--- src/rtl/mux8_rr_arbiter.sv ---
// Round-robin arbiter that shares the 8:1 gate-level mux between eight requesters.
// It drives the mux selects with the granted index and forces a rotation when one owner holds the mux too long.
module mux8_rr_arbiter #(
    parameter int MAX_HOLD = 16,
    parameter int CNT_W    = 8
) (
    input  logic       clk,
    input  logic       rst_n,
    input  logic [7:0] req,
    output logic [7:0] grant,
    output logic       valid,
    output logic       s0,
    output logic       s1,
    output logic       s2,
    output logic       timeout
);

    typedef enum logic {IDLE, GRANT} state_t;

    state_t           state;
    logic [2:0]       ptr;
    logic [CNT_W-1:0] hold_cnt;
    logic [2:0]       owner;
    logic [7:0]       others;
    logic [3:0]       pick_any;
    logic [3:0]       pick_oth;
    logic             limit;
    logic             load;
    logic             rotate;
    logic             go_idle;
    logic [2:0]       load_idx;

    // Returns {found, index} of the first set bit at or after p, wrapping mod 8.
    function automatic logic [3:0] rr_pick(input logic [7:0] r, input logic [2:0] p);
        logic [3:0] res;
        logic [2:0] idx;
        res = 4'b0000;
        for (int k = 7; k >= 0; k--) begin
            idx = p + 3'(k);
            if (r[idx]) res = {1'b1, idx};
        end
        return res;
    endfunction

    assign owner    = {s2, s1, s0};
    assign others   = req & ~(8'b0000_0001 << owner);
    assign pick_any = rr_pick(req, ptr);
    assign pick_oth = rr_pick(others, ptr);
    assign limit    = (hold_cnt == CNT_W'(MAX_HOLD - 1));

    // A release takes priority over a limit hit, so timeout only fires while the owner still requests.
    always_comb begin
        load     = 1'b0;
        rotate   = 1'b0;
        go_idle  = 1'b0;
        load_idx = pick_any[2:0];
        if (state == IDLE) begin
            load = pick_any[3];
        end else if (!req[owner]) begin
            load    = pick_any[3];
            go_idle = !pick_any[3];
        end else if (limit && pick_oth[3]) begin
            load     = 1'b1;
            rotate   = 1'b1;
            load_idx = pick_oth[2:0];
        end
    end

    always_ff @(posedge clk) begin
        if (!rst_n) begin
            state    <= IDLE;
            ptr      <= 3'd0;
            hold_cnt <= '0;
            grant    <= 8'h00;
            valid    <= 1'b0;
            {s2, s1, s0} <= 3'b000;
            timeout  <= 1'b0;
        end else begin
            timeout <= rotate;
            if (load) begin
                state        <= GRANT;
                grant        <= 8'b0000_0001 << load_idx;
                valid        <= 1'b1;
                {s2, s1, s0} <= load_idx;
                ptr          <= load_idx + 3'd1;
                hold_cnt     <= '0;
            end else if (go_idle) begin
                state    <= IDLE;
                grant    <= 8'h00;
                valid    <= 1'b0;
                hold_cnt <= '0;
            end else if (state == GRANT) begin
                hold_cnt <= limit ? '0 : hold_cnt + CNT_W'(1);
            end
        end
    end

endmodule

--- config.mk ---
export PLATFORM = sky130hd
export DESIGN_NAME = mux8_rr_arbiter
export DESIGN_NICKNAME = d
export VERILOG_FILES = /design/src/rtl/mux8_rr_arbiter.sv
export SDC_FILE = /design/constraint.sdc
export NUM_CORES = 1
export LEC_CHECK = 0
export ABC_AREA = 0
export CORE_ASPECT_RATIO = 0.5
export CORE_MARGIN = 4
export CORE_UTILIZATION = 65
export CTS_CLUSTER_SIZE = 10
export DETAILED_ROUTE_END_ITERATION = 16
export PLACE_DENSITY_LB_ADDON = 0.08
export SYNTH_ARGS = -nofsm -noshare
export SYNTH_HDL_FRONTEND = slang
export SYNTH_SLANG_ARGS = --single-unit
export TNS_END_PERCENT = 30
--- constraint.sdc ---
create_clock -name clk -period 12.8 [get_ports clk]
set_input_delay 2.56 -clock clk [delete_from_list [all_inputs] [get_ports clk]]
set_output_delay 2.56 -clock clk [all_outputs]
set_load 0.05 [all_outputs]
### Word level (Yosys, flattened, before mapping)

Cells that the tools add are included.

* register bits: 24
* latch bits: 0
* bits in writable memories: 0
* memory bits (read-only): 0
* input port bits: 10
* output and inout bits: 13
* memories: 0

* add/sub/neg operators: 9
* multipliers: 0
* div/mod/pow operators: 0
* $lt $le $gt $ge: 9
* equality and inequality tests: 1
* shifts and indexed selects: 2
* muxes and demuxes: 63
* bitwise operators: 3
* reduce and logical (&&, ||, !) cells: 5

Operator list (number)
* two-way mux 4 bit: 16
* binary-select mux 1 bit (select 3 bit): 17
* less-than comparator 3 x 4 -> 1 bit (second input constant): 9
* two-way mux 1 bit: 24
* two-way mux 8 bit: 3
* << shifter 1 x 3 -> 8 bit (first input constant): 2
* adder 3 bit (second input constant): 4
* two-way mux 3 bit: 3
* adder 8 x 1 -> 8 bit (second input constant): 1
* bitwise AND 8 bit: 1
* == test 8 x 4 -> 1 bit (second input constant): 1
* inverter 8 bit: 1
* adder 3 x 1 -> 3 bit (second input constant): 2
* adder 3 x 2 -> 3 bit (second input constant): 2
* AND reduction 3 bit: 1
* OR reduction 3 bit: 1
* nonzero test 2 bit: 1
* logical AND 1 bit: 1
* logical NOT 1 bit: 1
* inverter 1 bit: 1

### Depth between registers and ports, before layout

* depth after elaboration: 19
* mapped depth: 17
* mapped depth without buffers: 14

### Worst setup path after synthesis

OpenSTA, ideal clock, no wires.

* path type: in2reg
* start: input req[6]
* end: register ptr[2]
* setup time: 70 ps
* data arrival time: 5154 ps
* data required time: 12730 ps
* setup slack: 7576 ps
* stages on the path: 12
* buffers on the path: 0
* cells stage by stage: and2_1 a22o_1 mux4_2 a2111oi_2 o311ai_1 a211oi_2 nand4_1 and2_1 ha_1 ha_1 nand2_1 a21oi_1

* longest elaborated chain between the ends: 16

Ends and longest elaborated chain
* start, declared: line 9 `input logic [7:0] req,`
* bitwise AND 8 bit: line 46 `assign others = req & ~(8'b0000_0001 << owner);`
* binary-select mux 1 bit (select 3 bit): line 40 `if (r[idx]) res = {1'b1, idx};`
* two-way mux 1 bit (implied by the code): line 40
* two-way mux 4 bit (8 in a row): line 40
* logical AND 1 bit: line 62 `end else if (limit && pick_oth[3]) begin`
* two-way mux 3 bit: line 62
* two-way mux 3 bit: line 59 `end else if (!req[owner]) begin`
* two-way mux 3 bit (*): line 57 `if (state == IDLE) begin`
* via load_idx[0]: line 31 `logic [2:0] load_idx;`
* adder 3 x 1 -> 3 bit (*): line 85 `ptr <= load_idx + 3'd1;`
* end signal, assigned: line 85
* end, declared: line 21 `logic [2:0] ptr;`

Mark *: on every way through the listed nets, which the timed path passes. The rest lies on a longest branch. The select of a mux whose other input is x is not followed.
A chain may end at the register's enable or synchronous reset.

### Worst setup path after layout

* start: input req[3]
* end: register ptr[2]

The elaborated chain is that of the path after synthesis.

==> impl_metrics.json <==
{
  "status": "finished clean",
  "crit_arrival_ns": 6.15,
  "initial_utilization_pct": 67.53,
  "grt_antenna_before_repair": 0,
  "grt_start_max_net_pins": 40,
  "io_buffers": 22,
  "fin_skew_ns": 0.003985,
  "dr.pass1.iters": 5,
  "synth_seq_cells": 24,
  "rsz0062_at_grt": "no",
  "min_from": "grant[4]",
  "fmax_mhz": 168.0,
  "synth_edf_count": 0,
  "avgSynthCellArea_um2": 8.054,
  "overflow": 0,
  "min_to": "grant[4]",
  "synth_top_area_share_pct": 16.08,
  "p_per_area_nw_per_um2": 294.9,
  "ys_types": 68,
  "grt_use_total_pct": 31.15,
  "drv_cap": 0,
  "synthTopCellsByCount": "nand2_1 (39), nor2_1 (31), dfxtp_1 (24)",
  "core_area_um2": 4424,
  "peakVddDrop_v": 0.0001368,
  "p_clk_share_pct": 4.5,
  "synth.largest_area_cell": "dfxtp_1",
  "cts-htree-levels": 1,
  "grt_pass1_wl_um": 14790,
  "async_flop_share_pct": 0,
  "setup_viol": 0,
  "pwr-share-seq_pct": 12.3,
  "grt_pass1_vias": 2840,
  "startpoint_type": "primary input",
  "hold_buffers": 0,
  "finalMaxSlewViolations": 0,
  "clockBufferDepth": 2,
  "cts_setup_buffers": 0,
  "ys_warn_count": 0,
  "rows": 17,
  "cp-end-kind": "register",
  "syn_to_final_growth_pct": 8.375,
  "viasPerCell": 7.629,
  "synth_most_common_cell": "nand2_1",
  "clkSinkCount": 24,
  "fin_setup_tns_ns": 0,
  "dieArea_um2": 5811,
  "cts_made_buffers": 3,
  "clk_latency_ns": 0.26,
  "gp_congestion": 0.9333,
  "cts_tree": "done",
  "die_x_um": 103.9,
  "yosys-top-cells-area": "dfxtp_1 (16%), mux4_2 (13%), nand2_1 (4.9%)",
  "drc": 0,
  "p_sw_share_pct": 56.76,
  "pre_cts_slack_ns": 6.645,
  "synthCells": 371,
  "holdPathStages": 2,
  "fin_ws_ns": 6.846,
  "syn_area_um2": 2988,
  "synthesis.nets": 389,
  "critPathRequiredTime_ns": 13.00,
  "clk_pin_slew_ns": 0.08,
  "root_buffer": "clkbuf_8",
  "io_pins": 23,
  "antenna-diode-count": 0,
  "ant_nets": 0,
  "critical_path_class": "primary input to register",
  "ff2ff_setup_slack_ns": 7.39,
  "cts_resized": 0,
  "synth_ff_type": "dfxtp_1",
  "route.detailed.wl_per_inst_um": 21.29,
  "hp-class": "register to register",
  "drive_gt1_share_pct": 9.893,
  "r2r-start": "ptr[0]",
  "die_h_um": 55.94,
  "num-nets-final": 394,
  "p_sw_mw": 0.5421,
  "relSlewSlack_pct": 34.12,
  "p_comb_share_pct": 83.2,
  "power.internal_mw": 0.4130,
  "final.period_utilization_pct": 46.51,
  "routed_wl_um": 9175,
  "vias": 3288,
  "r2r_cells": 14,
  "power_leakage_nw": 1.151,
  "finalCriticalPeriod_ns": 5.954,
  "path_max_fanout": 10,
  "drt_iter0_drc": 440,
  "ys_seq_area_share_pct": 16.08,
  "hold_viol_final": 0,
  "regToRegEndpoint": "ptr[2]",
  "place_hpwl_um": 6647,
  "worstMarginPinSlew_ns": 0.9806
}
-- power groups by stage --
stage | clock, mW | sequential [mW] | combinational [mW]
floorplan | 0 | 0.145 | 0.556
global placement | 0 | 0.117 | 0.743
detailed placement | 0 | 0.118 | 0.759
CTS | 0.0431 | 0.117 | 0.767
global route | 0.0461 | 0.121 | 0.846
finish | 0.0430 | 0.117 | 0.795
-- registers in the layout (all words and copies together), names as in the netlist --
signal / cells
grant: 8
hold_cnt: 8
ptr: 3
s0: 1
s1: 1
s2: 1
state: 1
timeout: 1
-- placed cells by master (no fill, tap or decap), drive strengths merged, types with 9 or more instances in the layout --
cell,Yosys,routed
mux2i,15,15
dfxtp,24,24
o21ai,14,14
clkdlybuf4s50,0,22
nand3,12,12
a211oi,9,9
a21oi,20,20
mux4,17,17
nor2,31,31
nand2,39,39
o22ai,10,10
-- cells by family (layout without fill, tap and decap cells) --
group                    count (synthesis)  in the layout  synth area share [%]
AO/OA/AOI/OAI                          124            124                 30.65
XOR/XNOR                                 9              9                 2.638
adder cells (fa/ha/maj)                  8              8                 3.350
buffers and inverters                   37             40                 5.151
flip-flops                              24             24                 16.08
multiplexers                            35             35                 19.10
AND/OR/NAND/NOR                        134            134                 23.03
-- metal layers --
| metal | up-vias | share of wire (%) | global-route usage, % |
|---|---|---|---|
| met3 | 20 | 13 | 6.141 |
| met2 | 236 | 44 | 47.74 |
| li1 | 1475 | - | - |
| met5 | - | 0 | 0 |
| met4 | 0 | 1.8 | 7.386 |
| met1 | 1557 | 42 | 45.23 |
-- layout make-up --
class | count | area [um^2]
inverter | 11 | 41.29
sequential | 24 | 480.5
tap | 57 | 71.32
clock buffer | 3 | 41.29
multi-input combinational | 310 | 2354
timing repair buffer | 26 | 250.2
fill | 351 | 1186
-- worst max-delay path: stages --
cell,delay [ns]
clkdlybuf4s50_1,0.66
nor2b_1,0.30
a221oi_1,0.14
nor3_1,0.84
o41a_1,0.25
o211ai_1,0.11
a211oi_2,0.26
nand4_1,0.17
and2_1,0.22
ha_1,0.19
ha_1,0.27
nand2_1,0.04
a21oi_1,0.14
-- worst max path at each step --
| stage | startpoint | endpoint | slack [ns] | cells after the start |
|---|---|---|---|---|
| after global placement | req[1] | ptr[2] | 6.75 | 13 |
| after floorplan | req[6] | ptr[2] | 7.58 | 12 |
| after CTS | req[6] | ptr[2] | 6.91 | 13 |
| after global routing | req[4] | ptr[2] | 6.55 | 13 |
| after detailed placement | req[6] | ptr[2] | 6.64 | 13 |
| final | req[3] | ptr[2] | 6.85 | 13 |
-- stage by stage --
step                power (mW)  utilization, %  instance area (um^2)  hold WS, ns  std cells
floorplan               0.7008               -                  2988       0.4586        371
global placement        0.8597           72.26                  3197       0.4330        428
detailed placement      0.8774           72.26                  3197       0.4370        428
CTS                     0.9270           73.19                  3238       0.4483        431
global route             1.013           73.19                  3238       0.4758        431
finish                  0.9550           73.19                  3238       0.4434        431
Note: power is estimated with default switching activity, not from simulation.
